File: src/rtl/sddac_pkg.sv
// sddac_pkg: integrator widths, saturation and LFSR constants for
// sigma_delta_dac_nch (optional dither under SDDAC_DITHER_EN).
package sddac_pkg;

  localparam int ACC_W = 40;

  typedef logic signed [ACC_W-1:0] acc_t;

  localparam logic [15:0] LFSR_POLY = 16'hB400;
  localparam logic [15:0] LFSR_SEED = 16'hACE1;

  function automatic int i1_width(input int w);
    return w + 3;
  endfunction

  function automatic int i2_width(input int w);
    return w + 5;
  endfunction

  // Clamp a wide sum into a signed register of the given width.
  function automatic acc_t sat_to(input acc_t v, input int bits);
    acc_t hi;
    acc_t lo;
    hi = (acc_t'(1) <<< (bits - 1)) - acc_t'(1);
    lo = -hi - acc_t'(1);
    if (v > hi) return hi;
    if (v < lo) return lo;
    return v;
  endfunction

endpackage

File: src/rtl/sigma_delta_dac_nch_channel.sv
// sddac_channel: one first/second-order modulator with its active
// sample register, saturating integrators and registered bit.
module sddac_channel
  import sddac_pkg::*;
#(
  parameter int WIDTH = 16,
  parameter int ORDER = 1
) (
  input  logic             clk,
  input  logic             reset_n,
  input  logic             tick,
  input  logic             load,
  input  logic [WIDTH-1:0] pend,
  input  logic [1:0]       dither,
  output logic             q
);

  localparam int W1 = i1_width(WIDTH);
  localparam int W2 = i2_width(WIDTH);
  localparam acc_t H = acc_t'(1) <<< (WIDTH - 1);
  localparam logic [WIDTH-1:0] MID =
    {1'b1, {(WIDTH-1){1'b0}}};

  logic [WIDTH-1:0]     active;
  logic signed [W1-1:0] i1;
  logic signed [W2-1:0] i2;

  acc_t xs;
  acc_t fb;
  acc_t i1_new;
  acc_t i2_new;
  logic q_new;

  always_comb begin
    xs     = acc_t'(active) - H
           + acc_t'($signed(dither));
    fb     = q ? H : -H;
    i1_new = sat_to(acc_t'(i1) + xs - fb, W1);
    i2_new = sat_to(acc_t'(i2) + i1_new - fb, W2);
    q_new  = (ORDER == 1) ? (i1_new >= 0)
                          : (i2_new >= 0);
  end

  // active is replaced after the step, so a tick uses the old sample
  always_ff @(posedge clk) begin
    if (!reset_n) begin
      i1     <= '0;
      i2     <= '0;
      q      <= 1'b0;
      active <= MID;
    end else begin
      if (tick) begin
        i1 <= i1_new[W1-1:0];
        i2 <= i2_new[W2-1:0];
        q  <= q_new;
      end
      if (load) active <= pend;
    end
  end

endmodule

File: src/rtl/sigma_delta_dac_nch.sv
// sigma_delta_dac_nch: shared tick, pending buffer and handshake for
// CHANNELS modulators; SDDAC_DITHER_EN adds LFSR dither.
module sigma_delta_dac_nch
  import sddac_pkg::*;
#(
  parameter int WIDTH    = 16,
  parameter int CHANNELS = 2,
  parameter int ORDER    = 1,
  parameter int CE_DIV   = 1
) (
  input  logic                      clk,
  input  logic                      reset_n,
  input  logic [CHANNELS*WIDTH-1:0] d,
  input  logic                      d_valid,
  output logic                      d_ready,
  output logic [CHANNELS-1:0]       q
);

  if (ORDER != 1 && ORDER != 2) begin : g_bad_order
    $error("sigma_delta_dac_nch: ORDER must be 1 or 2");
  end

  localparam logic [15:0] CNT_MAX = 16'(CE_DIV - 1);

  logic [15:0]               cnt;
  logic                      tick;
  logic                      pend_valid;
  logic                      xfer;
  logic                      load;
  logic [CHANNELS*WIDTH-1:0] pending;
  logic [2*CHANNELS-1:0]     dbits;

  assign tick    = (cnt == CNT_MAX);
  assign d_ready = !pend_valid;
  assign xfer    = d_valid && !pend_valid;
  assign load    = tick && pend_valid;

  always_ff @(posedge clk) begin
    if (!reset_n) begin
      cnt        <= '0;
      pend_valid <= 1'b0;
      pending    <= '0;
    end else begin
      cnt <= tick ? '0 : cnt + 16'd1;
      if (xfer) begin
        pending    <= d;
        pend_valid <= 1'b1;
      end else if (load) begin
        pend_valid <= 1'b0;
      end
    end
  end

`ifdef SDDAC_DITHER_EN
  logic [15:0] lfsr;

  always_ff @(posedge clk) begin
    if (!reset_n) begin
      lfsr <= LFSR_SEED;
    end else if (tick) begin
      lfsr <= {1'b0, lfsr[15:1]}
            ^ (lfsr[0] ? LFSR_POLY : 16'h0000);
    end
  end

  assign dbits = lfsr[2*CHANNELS-1:0];
`else
  assign dbits = '0;
`endif

  for (genvar c = 0; c < CHANNELS; c++) begin : g_ch
    logic [1:0] dith;

    // two LFSR bits give a signed -1/0/+1 LSB offset
    assign dith = {1'b0, dbits[2*c]}
                - {1'b0, dbits[2*c+1]};

    sddac_channel #(
      .WIDTH (WIDTH),
      .ORDER (ORDER)
    ) u_ch (
      .clk     (clk),
      .reset_n (reset_n),
      .tick    (tick),
      .load    (load),
      .pend    (pending[c*WIDTH +: WIDTH]),
      .dither  (dith),
      .q       (q[c])
    );
  end

endmodule

File: config.mk
export PLATFORM = sky130hd
export DESIGN_NAME = sigma_delta_dac_nch
export DESIGN_NICKNAME = d
export VERILOG_FILES = /design/src/rtl/sddac_pkg.sv /design/src/rtl/sigma_delta_dac_nch_channel.sv /design/src/rtl/sigma_delta_dac_nch.sv
export SDC_FILE = /design/constraint.sdc
export NUM_CORES = 1
export LEC_CHECK = 0
export CORE_ASPECT_RATIO = 1.1
export CORE_MARGIN = 2
export CORE_UTILIZATION = 35
export CTS_BUF_LIST = sky130_fd_sc_hd__clkbuf_16
export DETAILED_ROUTE_END_ITERATION = 12
export DONT_BUFFER_PORTS = 1
export PLACE_DENSITY_LB_ADDON = 0.25
export SETUP_SLACK_MARGIN = 0.2
export SYNTH_ARGS = -nofsm -noshare
export SYNTH_HDL_FRONTEND = slang
export SYNTH_SLANG_ARGS = --single-unit
File: constraint.sdc
create_clock -name clk -period 6.45 [get_ports clk]
set_input_delay 1.29 -clock clk [delete_from_list [all_inputs] [get_ports clk]]
set_output_delay 1.29 -clock clk [all_outputs]
set_load 0.02 [all_outputs]
==> results of run 1 <==
==> through the flow <==
step	total power, mW	cells
after global placement	2.77	1040
after floorplan	2.47	827
final	3.63	1072
after global routing	3.94	1072
after CTS	3.67	1072
after detailed placement	2.77	1040
==> sequential cells by signal, indices dropped and copies added (netlist names) <==
signal and cells:
cnt 16, pending 32, pend_valid 1, g_ch.u_ch.active 32, g_ch.u_ch.q 2, g_ch.u_ch.i1 38
==> synth_stat cells, types with 2 or more instances <==
| library cell | number |
|---|---|
| sky130_fd_sc_hd__nand2_1 | 150 |
| sky130_fd_sc_hd__dfxtp_1 | 121 |
| sky130_fd_sc_hd__nor2_1 | 80 |
| sky130_fd_sc_hd__a21boi_0 | 64 |
| sky130_fd_sc_hd__ha_1 | 50 |
| sky130_fd_sc_hd__clkbuf_1 | 39 |
| sky130_fd_sc_hd__a21oi_1 | 33 |
| sky130_fd_sc_hd__o221a_2 | 29 |
| sky130_fd_sc_hd__xor2_1 | 26 |
| sky130_fd_sc_hd__o21ai_0 | 23 |
| sky130_fd_sc_hd__xnor2_1 | 22 |
| sky130_fd_sc_hd__a21o_1 | 21 |
| sky130_fd_sc_hd__inv_1 | 21 |
| sky130_fd_sc_hd__nand3_1 | 19 |
| sky130_fd_sc_hd__fa_1 | 16 |
| sky130_fd_sc_hd__nor3_1 | 15 |
| sky130_fd_sc_hd__nor2b_1 | 10 |
| sky130_fd_sc_hd__nand2b_1 | 9 |
| sky130_fd_sc_hd__and3_1 | 6 |
| sky130_fd_sc_hd__o21a_1 | 6 |
| sky130_fd_sc_hd__a31oi_1 | 5 |
| sky130_fd_sc_hd__nor4_1 | 5 |
| sky130_fd_sc_hd__mux2i_1 | 4 |
| sky130_fd_sc_hd__o211ai_1 | 4 |
| sky130_fd_sc_hd__o21bai_1 | 4 |
| sky130_fd_sc_hd__a31o_2 | 3 |
| sky130_fd_sc_hd__buf_4 | 2 |
| sky130_fd_sc_hd__buf_6 | 2 |
| sky130_fd_sc_hd__nand3b_1 | 2 |
| sky130_fd_sc_hd__nand4_1 | 2 |
| sky130_fd_sc_hd__nor3_2 | 2 |
| sky130_fd_sc_hd__o21ai_1 | 2 |
| sky130_fd_sc_hd__o221a_1 | 2 |
| sky130_fd_sc_hd__o22ai_1 | 2 |
==> layout make-up <==
cell class / instances / share of cell area
sequential: 121 / 0.310
timing repair buffer: 5 / 0.00480
clock buffer: 17 / 0.0544
clock inverter: 15 / 0.0146
inverter: 21 / 0.0101
multi-input combinational: 641 / 0.566
tap: 252 / 0.0403
==> critical path, delay by kind of cell, from the launching register on <==
kind                       cells  cell delay (ps)
and+or+nand+nor                8             1060
buffers and inverters          1              160
AOI/OAI and AO/OA             10             2080
adders and majority gates      5             1810
xor gates and xnor gates       1              250
DFF                            1              330
==> per-layer routing <==
metal,vias to the layer above,GRT usage
met2,57,0.218
met5,-,0
met4,0,0.0381
met1,2515,0.196
li1,2854,-
met3,5,0.0291
==> power groups by stage <==
| stage | Sequential, mW | Clock, mW | Combinational [mW] |
|---|---|---|---|
| 2_1_floorplan | 0.993 | 0 | 1.47 |
| 3_3_place_gp | 1.03 | 0 | 1.74 |
| 3_5_place_dp | 1.03 | 0 | 1.74 |
| 4_1_cts | 1.02 | 0.889 | 1.76 |
| 5_1_grt | 1.04 | 0.921 | 1.98 |
| 6_report | 1.02 | 0.863 | 1.75 |
==> worst paths after layout <==
kind	slack, ps	from	cells past startpoint	end
worst max-delay path	650	g_ch[0].u_ch.active[0]	25	g_ch[0].u_ch.i1[1]
worst min-delay path	450	pending[7]	2	g_ch[0].u_ch.active[7]
worst max register to register	650	g_ch[0].u_ch.active[0]	25	g_ch[0].u_ch.i1[1]
worst min register to register	450	pending[7]	2	g_ch[0].u_ch.active[7]
==> cell families after synthesis <==
kind of cell	Yosys count
AND/OR/NAND/NOR	311
AO/OA/AOI/OAI	211
flip-flops	121
adder cells (fa/ha/maj)	66
buffers and inverters	65
XOR/XNOR	48
multiplexers	5
==> repair_timing <==
item,in CTS,in global routing
resized for setup,0,2
hold buffers,0,0
endpoints found under the hold margin,0,0
setup endpoints to repair,0,35
setup buffers,0,0
==> results.md, run 1 <==
- The wire-length estimate of the detail-placed layout is 9.72 mm.
- The number of flops mapped to enable cells by yosys is 0.
- The post-placement worst setup slack is 482 ps.
- The required time reported for the critical path endpoint is slightly below 7000 ps.
- CTS saw 121 sinks.
- The latest clock arrival within the worst-skew pair is ~410 ps.
- For this design the static power due to leakage is 3.08 nW.
- The pin count of the biggest net entering global routing is around 110.
- The slowest stage cell on the critical path is sky130_fd_sc_hd__ha_2.
- The count of unique library cells instantiated by Yosys is 60.
- The part of the Yosys area used for sequential elements is 0.341.
- The total of max-cap violations is 0.
- The detailed-router iteration count before antenna repair is 5.
- The root buffer cell is sky130_fd_sc_hd__clkbuf_16.
- The clock-pin slew of the registers on the worst-case setup and hold paths is about 60 ps.
- In the synthesized netlist the dominant register cell turns out to be sky130_fd_sc_hd__dfxtp_1.
- The worst slew margin relative to its limit is 0.280.
- In the routed design, unresolved DRC markers number 0.
- The routed design uses 6.49 mm of met2 wire.
- The mean area per synthesized cell is 8.59 µm².
- The run finished with clean final reports.
- After synthesis, the cell types taking the most area are sky130_fd_sc_hd__dfxtp_1 34%, sky130_fd_sc_hd__ha_1 8.8%, sky130_fd_sc_hd__nand2_1 7.9%.
- STA puts the critical path data arrival time at 6090 ps.
- The total overflow left after global routing is 0.
- The weighted congestion at the end of routability-driven global placement is 0.751.
- The clock buffer count from CTS is 17.
- Of the total power, the clock network draws 0.238.
- VDD sags by at most roughly 0.00021 V.
- Synthesis inferred 121 register bits.
- The shortest clock period the worst path allows after layout is a little under 6000 ps.
- The dominant combinational cell family by area after synthesis is compound AO/OA/AOI/OAI gates.
- The wire length of the first global-routing pass is 25.2 mm.
- The final worst clock skew is between 10 and 15 ps.
- The via count of the first global-routing pass is 5330.
- After detailed routing, the number of vias per cell comes to 5.07.
- The combined area of the multi-input logic cells is 0.00443 mm².
- Of the total power, combinational logic draws 0.482.
- The fraction of the mapped netlist area in adder cells is 0.133.
- The setup path with the least slack is of type reg -> reg.
- The y dimension of the die is 153 µm.
- The post-layout utilization of the core is 0.394.
- Setup repair after global routing could not meet its margin everywhere.
- After routing the design area is 0.00782 mm².
- The detail route stage leaves a number of antenna-violating nets equal to 0.
- The share of total power dissipated in sequential elements is 0.280.
- The largest stage delay on the critical path is 590 ps.
- Counting flops with an async set or reset pin after synthesis yields a share of 0.
- The ratio of cells with drive above 1 in the final layout is 0.0976.
- The internal power is 2.20 mW.
- The path class of the tightest hold or removal check is reg -> reg.
- TritonCTS built the clock tree.
- The total number of H-tree levels is 4.
- Counting stages on the worst path, the most repeated cell is sky130_fd_sc_hd__a21o_1.
- Summed over all nets, the switching power comes to between 1 and 1.5 mW.
- The floorplan core area is 0.0199 mm².
- The count of endpoints failing setup in the final report is 0.
- Of the total synthesized cell area, the portion taken by AND, OR, NAND and NOR gates is 0.192.
- The number of hold-slack violations in the final timing report was 0.
- The initial DRC count is 326.
- During placement, the flow inserted port buffers numbering 0.
- The filler cell count in the final layout is 2077.
- Routed signal wires occupy layers up through met4.
- The leading cell type in the layout, fill and taps excluded is sky130_fd_sc_hd__nand2_1.
- The maximum buffer depth of the clock tree is 2.
- The leading area contributor after synthesis is sky130_fd_sc_hd__dfxtp_1.
- Of all nets on the critical path, the largest fanout is 16.
- After floorplanning, the core was divided into 54 placement rows.
- Summing all flip-flop and latch instances after layout gives roughly 0.0024 mm².
- For this run, the total global-route usage over all layers was measured as 0.140.
- In the layout the commonest cells are 150 x sky130_fd_sc_hd__nand2_1, 121 x sky130_fd_sc_hd__dfxtp_1, 80 x sky130_fd_sc_hd__nor2_1.
- Synthesis produced a netlist with a net count of 928.
- Of the total power, the share spent switching nets is 0.393.
- The maximum clock frequency is 172 MHz.
- Yosys printed 0 warnings.
- The net count of the finished layout is between 900 and 1000.
- The area share of the leading cell type in the synthesized netlist is 0.341.
- The cell count after synthesis came out at 827.
- The total length of routed met3 wires is 377 µm.
- 0 antenna diodes ended up in the layout.
- Dividing the detail-routed wire length by the instance count gives 13.5 µm.
- The setup slack after layout is 651 ps.
- The tightest hold path in the finished design has a slack of 454 ps.
- The compound-cell area share of the yosys netlist came to 0.229.
- The number of max-slew violations in the final report is 0.
- Dividing total power by cell area gives a power density of 464 mW/mm².
- The width of the chip is 140 µm.
- The total length of routed wires is ~14 mm.
- The portion of synthesized area spent on multiplexers is 0.00880.
- The post-route clock period utilization is 0.899.
- Adding up every negative setup slack in the final design gives 0 ps.
- The met1 wire length is 7.52 mm.
- 38 I/O pins were placed.
- The floorplan step defined a die boundary enclosing approximately 0.021 mm².
- For this block, the via count after detailed routing is between 5000 and 6000.
- STA classifies the critical path startpoint as a flip-flop.
- The transition at the pin with the smallest max-transition slack is 1080 ps.
- Relative to the synthesized area, the layout overhead comes to 10.0%.
- The endpoint class of the critical path is a flip-flop.
- The cell area after placement is 0.00728 mm².
- The starting density of the core is 0.358.
- The initial antenna violation count is 0.
- Of the total synthesized cell area, the portion taken by XOR and XNOR cells is 0.0592.
- The area of the mapped netlist is 0.00711 mm².
No activity file was read; power rests on OpenSTA's default activity.
==> run 2, diff against run 1 <==
--- a/config.mk
+++ b/config.mk
@@ -7,8 +7,9 @@
 export LEC_CHECK = 0
 export CORE_ASPECT_RATIO = 1.1
 export CORE_MARGIN = 2
-export CORE_UTILIZATION = 35
+export CORE_UTILIZATION = 50
 export CTS_BUF_LIST = sky130_fd_sc_hd__clkbuf_16
+export CTS_CLUSTER_DIAMETER = 200
 export DETAILED_ROUTE_END_ITERATION = 12
 export DONT_BUFFER_PORTS = 1
 export PLACE_DENSITY_LB_ADDON = 0.25
==> run 2 against run 1 <==
Effect of this change:
- clock skew shrank 3.7 ps
- core utilization rose by 17 points
- combinational power hardly changed
- setup slack got worse by 38 ps
- highest routed layer unchanged
- wire length is 3.5% lower
- final cell count fell by 6.3%
- sequential share of layout area is 0.24 points higher
- global-route usage is 5.3 points higher
- sequential cell count did not move
- count of clock-buffer cells in the layout did not move
- design area is 0.78% lower
- largest cell class unchanged
- power is 1.5% higher
==> results.md, run 2 (same netlist as run 1, synthesis figures left out) <==
- The run finished with clean final reports.
- Data arrives at the worst endpoint at 6130 ps.
- The overall routing resource usage is 0.193.
- The final net count is 906.
- The worst path in the final design needs a cycle of between 5000 and 6000 ps, including I/O delays and setup.
- Clock skew on the completed layout was measured at 10.5 ps.
- The launch point of the critical path is g_ch[0].u_ch.i1[0].
- The combined area of the multi-input logic cells is 0.00443 mm².
- The end of the worst register-to-register path is g_ch[0].u_ch.i1[1].
- The number of hold-slack violations in the final timing report is 0.
- The kind of start point of the critical path is a flip-flop.
- The register with the most flip-flops is g_ch.u_ch.i1.
- The number of rows in the core area is 45.
- In the final layout, the share of cells above drive strength 1 is 0.0979.
- The largest registers in the layout are g_ch.u_ch.i1 x38, g_ch.u_ch.active x32, pending x32.
- The type of the most critical hold path is reg -> reg.
- The setup slack after layout is 613 ps.
- The via count of the first global-routing pass is 5416.
- 0 antenna diodes ended up in the layout.
- Registers take 0.00242 mm².
- The weighted congestion at the end of routability-driven global placement is approximately 0.8.
- Pin placement for this block handled 38 I/O pins.
- In this run the horizontal extent of the chip is 118 µm.
- For this design, the CTS-stage hold fixing added 0 buffers.
- Power spread over the standard cell area amounts to 475 mW/mm².
- The maximum buffer depth of the clock tree is 2.
- The startpoint identified for the worst register-to-register timing path is g_ch[0].u_ch.i1[0].
- The total length of routed wires is between 10 and 15 mm.
- TritonCTS built the clock tree.
- The die is between 100 and 150 µm tall.
- The post-route clock period utilization is 0.905.
- The pin count of the biggest net entering global routing is approximately 110.
- The worst reg-to-reg path cell count is 25.
- The latest clock arrival within the worst-skew pair is 410 ps.
- Counting the buffers created by CTS gives 17.
- The detailed-router iteration count before antenna repair is 5.
- Following the worst setup path forward leads to its endpoint at g_ch[0].u_ch.i1[1].
- Setup repair after global routing left no endpoint under its margin.
- After detailed routing, the number of vias per cell comes to between 5 and 6.
- The initial antenna violation count is 0.
- Clock-pin slew was measured on the worst setup and hold paths at approximately 60 ps.
- The leading cell type in the layout, fill and taps excluded is sky130_fd_sc_hd__nand2_1.
- Along the worst path, the maximum fanout reaches 16.
- The leakage dissipation is 3.07 nW.
- The slowest stage cell on the critical path is sky130_fd_sc_hd__ha_2.
- The path type of the worst setup path is reg -> reg.
- IR analysis of the VDD net gives a maximum drop of 0.000283 V.
- The number of max-slew violations in the final report came to 0.
- The number of stages on the worst setup path is 25.
- Based on the critical path, the design can be clocked at up to 171 MHz.
- On the worst path, the slowest cell contributes a delay of between 500 and 600 ps.
- The post-placement worst setup slack is 568 ps.
- The worst-case hold slack is 458 ps.
- The sum of buffers and inverters on the critical path is 1.
- The flip-flop count of the largest register after layout is 38.
- The total congestion overflow after global routing is 0.
- The endpoint class of the critical path is a flip-flop.
- The total of max-cap violations is 0.
- The first global-routing pass estimated roughly 24 mm of wire.
- The number of nets with antenna violations after routing is 0.
- The detailed-placement wirelength estimate is 9.76 mm.
- The count of cells in the finished layout, fillers not included, comes to 1005.
- CTS saw 121 sinks.
- The layout has 1290 filler cells.
- The initial utilization of the core area, before any placement, comes to 0.513.
- The initial DRC count is 310.
- The floorplan step defined a die boundary enclosing 0.0152 mm².
- Among cell families on the critical path, the largest total delay comes from compound AO/OA/AOI/OAI gates.
- The library cell appearing most often on the critical path is sky130_fd_sc_hd__a21o_1.
- The cell count after placement is 974.
- The via count is 5520.
- Input and output buffers added on the ports amount to 0.
- The number of remaining DRC errors is 0.
- The required time reported for the critical path endpoint is 6740 ps.
- In the final routed layout, each cell accounts on average for between 10 and 15 µm.
- The transition at the pin with the smallest max-transition slack is 1120 ps.
- The worst slew margin relative to its limit is 0.252.
- The final total negative setup slack is 0 ps.
- The top cell types in the final layout, fill and taps aside, are 150 x sky130_fd_sc_hd__nand2_1, 121 x sky130_fd_sc_hd__dfxtp_1, 80 x sky130_fd_sc_hd__nor2_1.
- The floorplan core area is 0.0139 mm².
- The H-tree was split into 4 levels.
- Setup violations remaining at the end of the flow were counted as 0.
- The tree is rooted in a sky130_fd_sc_hd__clkbuf_16.
- The area added between synthesis and finish is 9.17%.
- Across all register-to-register paths, the minimum setup slack is 610 ps.
[run 2: cell types whose count changed in the layout (fill, tap and decap cells not counted)]
cell and change:
sky130_fd_sc_hd__inv_6 +3, sky130_fd_sc_hd__clkinvlp_4 +1, sky130_fd_sc_hd__clkinv_2 -2, sky130_fd_sc_hd__bufinv_16 +1, sky130_fd_sc_hd__inv_1 -3, sky130_fd_sc_hd__clkinv_4 -1, sky130_fd_sc_hd__buf_4 -2
[run 2: cell type report]
type / count / share of cell area
multi-input cells: 641 / 0.571
flip-flops and latches: 121 / 0.312
clock buffers: 17 / 0.0548
well taps: 188 / 0.0303
clock inverters: 14 / 0.0190
inverters: 21 / 0.0102
repair buffers: 3 / 0.00290
[run 2: per-layer routing]
| metal | global-route usage | vias up | wire length [µm] |
|---|---|---|---|
| li1 | - | 2843 | - |
| met1 | 0.246 | 2586 | 6600 |
| met2 | 0.332 | 82 | 6760 |
| met3 | 0.0352 | 9 | 515 |
| met4 | 0.0673 | 0 | 102 |
| met5 | 0 | - | 0 |
[run 2: worst register-to-register path: cells and delay by family, from the launching register on]
family	cells	cell delay, ps
adder cells (fa/ha/maj)	5	1780
flip-flops	1	330
AO/OA/AOI/OAI	10	2120
XOR/XNOR	1	240
buffers and inverters	1	140
AND/OR/NAND/NOR	8	1120
[run 2: worst min-delay path by stage]
stage / cells past startpoint / startpoint / slack (ps) / to
after floorplan: 1 / cnt[0] / 440 / cnt[0]
after global placement: 2 / pending[1] / 450 / g_ch[0].u_ch.active[1]
after detailed placement: 2 / pending[7] / 460 / pending[7]
after CTS: 2 / pending[7] / 460 / pending[7]
after global routing: 2 / pending[24] / 480 / g_ch[1].u_ch.active[8]
final: 2 / pending[5] / 460 / g_ch[0].u_ch.active[5]
[run 2: timing repair]
item                       CTS  global route
setup buffers                0             0
resized for setup            0             2
setup endpoints to repair    0            26
[run 2: power by group]
part / total [mW] / leakage (nW) / internal (mW) / switching, mW
logic: 1.76 / 1.80 / 0.793 / 0.966
registers: 1.01 / 0.994 / 0.891 / 0.123
clock network: 0.913 / 0.270 / 0.568 / 0.345
[run 2: through the flow]
stage / area (µm²) / power (mW) / utilization
floorplan: 7110 / 2.47 / -
global placement: 7180 / 2.69 / 0.518
detailed placement: 7180 / 2.77 / 0.518
CTS: 7750 / 3.71 / 0.560
global route: 7760 / 3.97 / 0.560
finish: 7760 / 3.69 / 0.560
==> run 3, diff against run 2 <==
--- a/config.mk
+++ b/config.mk
@@ -7,7 +7,7 @@
 export LEC_CHECK = 0
 export CORE_ASPECT_RATIO = 1.1
 export CORE_MARGIN = 2
-export CORE_UTILIZATION = 50
+export CORE_UTILIZATION = 64
 export CTS_BUF_LIST = sky130_fd_sc_hd__clkbuf_16
 export CTS_CLUSTER_DIAMETER = 200
 export DETAILED_ROUTE_END_ITERATION = 12
==> run 3 against run 2 <==
Effect of this change:
- sequential power hardly changed
- register-to-register slack worse by 97 ps
- power down 0.69%
- clock power down 6.5%
==> results.md, run 3 (same netlist as run 1, synthesis figures left out) <==
- In this run the core area contains 40 standard-cell rows.
- At the worst endpoint, the arrival time is between 6000 and 7000 ps.
- The leading cell type in the layout, fill and taps excluded is sky130_fd_sc_hd__nand2_1.
- The worst register-to-register path begins at g_ch[1].u_ch.i1[0].
- The met1 wire length is 6.58 mm.
- The library cells used most frequently in the layout, excluding fill and tap cells, are 150 x sky130_fd_sc_hd__nand2_1, 121 x sky130_fd_sc_hd__dfxtp_1, 80 x sky130_fd_sc_hd__nor2_1.
- The worst path in the final design needs a cycle of 5930 ps, including I/O delays and setup.
- The analysis attributes to cell leakage a power of 3.06 nW.
- The detailed-routed wire length on met2 is 7.27 mm.
- Measured against its own limit, the worst slew margin works out to 0.216.
- TritonCTS built the clock tree.
- For flop-to-flop paths, the worst setup slack is about 520 ps.
- The kind of start point of the critical path is a flip-flop.
- The register with the most flip-flops in the layout has 38 of them.
- Setup slack closes at 516 ps.
- The detailed-placement wirelength estimate is about 9.9 mm.
- The maximum vdd drop is around 0.00026 V.
- Dividing the final minimum period by the clock period gives 0.920.
- The highest layer touched by signal routing is met4.
- The die covers 0.0120 mm².
- The y dimension of the die is 115 µm.
- The hold path endpoint is g_ch[0].u_ch.active[4].
- The clock buffer count from CTS is 17.
- The worst hold path was traced through 2 stages.
- The end of the worst register-to-register path is g_ch[1].u_ch.i1[6].
- The critical hold path startpoint is pending[4].
- The run finished with clean final reports.
- The number of diodes added for antenna fixing is 0.
- Timing analysis after detailed placement gives a worst setup slack of 468 ps.
- The total number of H-tree levels is 4.
- In the final layout, the registers with the most flip-flops are g_ch.u_ch.i1 x38, g_ch.u_ch.active x32, pending x32.
- Compared with the post-synthesis result, the final layout area differs by 7.83%.
- The ratio of cells with drive above 1 in the final layout is 0.0885.
- In the global route stage, overall resource usage came out at 0.257.
- The quantity of hold-fixing buffers added after cts is 0.
- At the end of routability-driven placement, the weighted congestion stood at between 0.9 and 1.
- The number of max-slew violations in the final report is 0.
- At the pin with the least slew margin, the transition time is 1170 ps.
- The clock net sink count is 121.
- The number of remaining DRC errors is 0.
- For this configuration, the core starts out at a cell density of 0.654.
- Clock-pin slew was measured on the worst setup and hold paths at 50 ps.
- Setup violations remaining at the end of the flow were counted as 0.
- The routed design uses approximately 600 µm of met3 wire.
- The latest clock arrival within the worst-skew pair is a little over 400 ps.
- In the routed layout, each cell is associated on average with a via count of 5.92.
- The via count of the first global-routing pass is ~5600.
- For this run, the post-layout net count is between 900 and 1000.
- Fill cells in the final layout number 863.
- For this design the top-level I/O count stands at 38.
- The first detailed-routing pass ran for 7 iterations.
- Once placement finished, the instance area stood at 0.00714 mm².
- The total congestion overflow after global routing is 0.
- The initial DRC count is 354.
- The routed design has 14.7 mm of wire.
- Adding up every negative setup slack in the final design gives 0 ps.
- The maximum clock frequency is 169 MHz.
- The number of cells on the worst reg-to-reg path is 23.
- The die is 104 µm wide.
- Excluding fillers, the count of instances in the completed layout stands at 961.
- The power density over the cells is 478 mW/mm².
- In this run the deepest clock path goes through 2 buffers.
- g_ch.u_ch.i1 holds more flip-flops than any other register.
- The root buffer cell is sky130_fd_sc_hd__clkbuf_16.
- The number of buffer cells added on primary ports is 0.
- The initial antenna violation count is 0.
- Setup repair after global routing left no endpoint under its margin.
- The worst setup path is captured at a flip-flop.
- The first global-routing pass estimated between 20 and 30 mm of wire.
- The cell count after placement is 934.
- The via count is 5691.
- The critical path is of the reg -> reg type.
- The count of nets left with antenna violations once routing finished came out at 0.
- The core region is approximately 0.011 mm².
- At the worst endpoint, the required time is between 6000 and 7000 ps.
- The pin count of the biggest net entering global routing is 108.
- The biggest fanout along the worst timing path is 19.
- The clock arrives with 6.65 ps of skew.
- The finished cells cover 0.00766 mm².
- The tool flagged a number of max-cap violations equal to 0.
- The number of hold-slack violations in the final timing report is 0.
- The type of the most critical hold path is reg -> reg.
- Dividing the detail-routed wire length by the instance count gives between 15 and 20 µm.
-- run 3: layout make-up --
| type | count | area, µm² | area share |
|---|---|---|---|
| Clock inverter | 10 | 91.3 | 0.0119 |
| Clock buffer | 17 | 425 | 0.0555 |
| Inverter | 21 | 78.8 | 0.0103 |
| Multi-Input combinational cell | 641 | 4430 | 0.578 |
| Sequential cell | 121 | 2420 | 0.316 |
| Timing Repair Buffer | 4 | 30.0 | 0.00392 |
| Tap cell | 147 | 184 | 0.0240 |
-- run 3: worst max-delay path: stages (launching register included) --
cell and delay, ps:
sky130_fd_sc_hd__dfxtp_1 310, sky130_fd_sc_hd__ha_1 230, sky130_fd_sc_hd__fa_1 420, sky130_fd_sc_hd__a21oi_1 220, sky130_fd_sc_hd__o211a_1 190, sky130_fd_sc_hd__nor3_1 70, sky130_fd_sc_hd__o31a_1 360, sky130_fd_sc_hd__nand2_1 90
sky130_fd_sc_hd__a31oi_1 110, sky130_fd_sc_hd__nor2_1 150, sky130_fd_sc_hd__xnor2_1 130, sky130_fd_sc_hd__fa_1 450, sky130_fd_sc_hd__a21o_1 200, sky130_fd_sc_hd__a21o_1 230, sky130_fd_sc_hd__fa_1 370, sky130_fd_sc_hd__inv_1 70
sky130_fd_sc_hd__fa_1 440, sky130_fd_sc_hd__nor4bb_1 300, sky130_fd_sc_hd__nand3_1 120, sky130_fd_sc_hd__nor4_1 310, sky130_fd_sc_hd__nand3_1 130, sky130_fd_sc_hd__ha_2 580, sky130_fd_sc_hd__nor2_1 110, sky130_fd_sc_hd__o221a_2 230
-- run 3: what timing repair did --
action | 4_1_cts | 5_1_grt
setup buffers | 0 | 0
endpoints found under the setup margin | 0 | 24
resized for setup | 0 | 3
-- run 3: worst max-delay path by stage --
stage	start	to	slack, ps	cells after the start
floorplan	g_ch[1].u_ch.i1[0]	g_ch[1].u_ch.i1[10]	980	25
global placement	g_ch[1].u_ch.i1[0]	g_ch[1].u_ch.i1[14]	680	23
detailed placement	g_ch[1].u_ch.i1[0]	g_ch[1].u_ch.i1[10]	470	23
CTS	g_ch[1].u_ch.i1[0]	g_ch[1].u_ch.i1[6]	430	23
global route	g_ch[1].u_ch.i1[0]	g_ch[1].u_ch.i1[6]	150	23
finish	g_ch[1].u_ch.i1[0]	g_ch[1].u_ch.i1[6]	520	23
-- run 3: where the power goes --
part	switching [mW]	internal (mW)	total, mW
registers	0.123	0.892	1.01
logic	0.994	0.797	1.79
clock network	0.309	0.545	0.854
-- run 3: routing by layer --
metal | GRT usage | up-vias
li1 | - | 2837
met1 | 0.322 | 2699
met2 | 0.441 | 127
met3 | 0.0535 | 28
met4 | 0.0928 | 0
met5 | 0 | -
-- run 3: metrics by stage --
step / hold slack, ps / util / power (mW)
finish: 458 / 0.706 / 3.66
global route: 478 / 0.706 / 3.90
floorplan: 441 / - / 2.47
CTS: 464 / 0.705 / 3.64
detailed placement: 457 / 0.657 / 2.77
global placement: 445 / 0.657 / 2.67
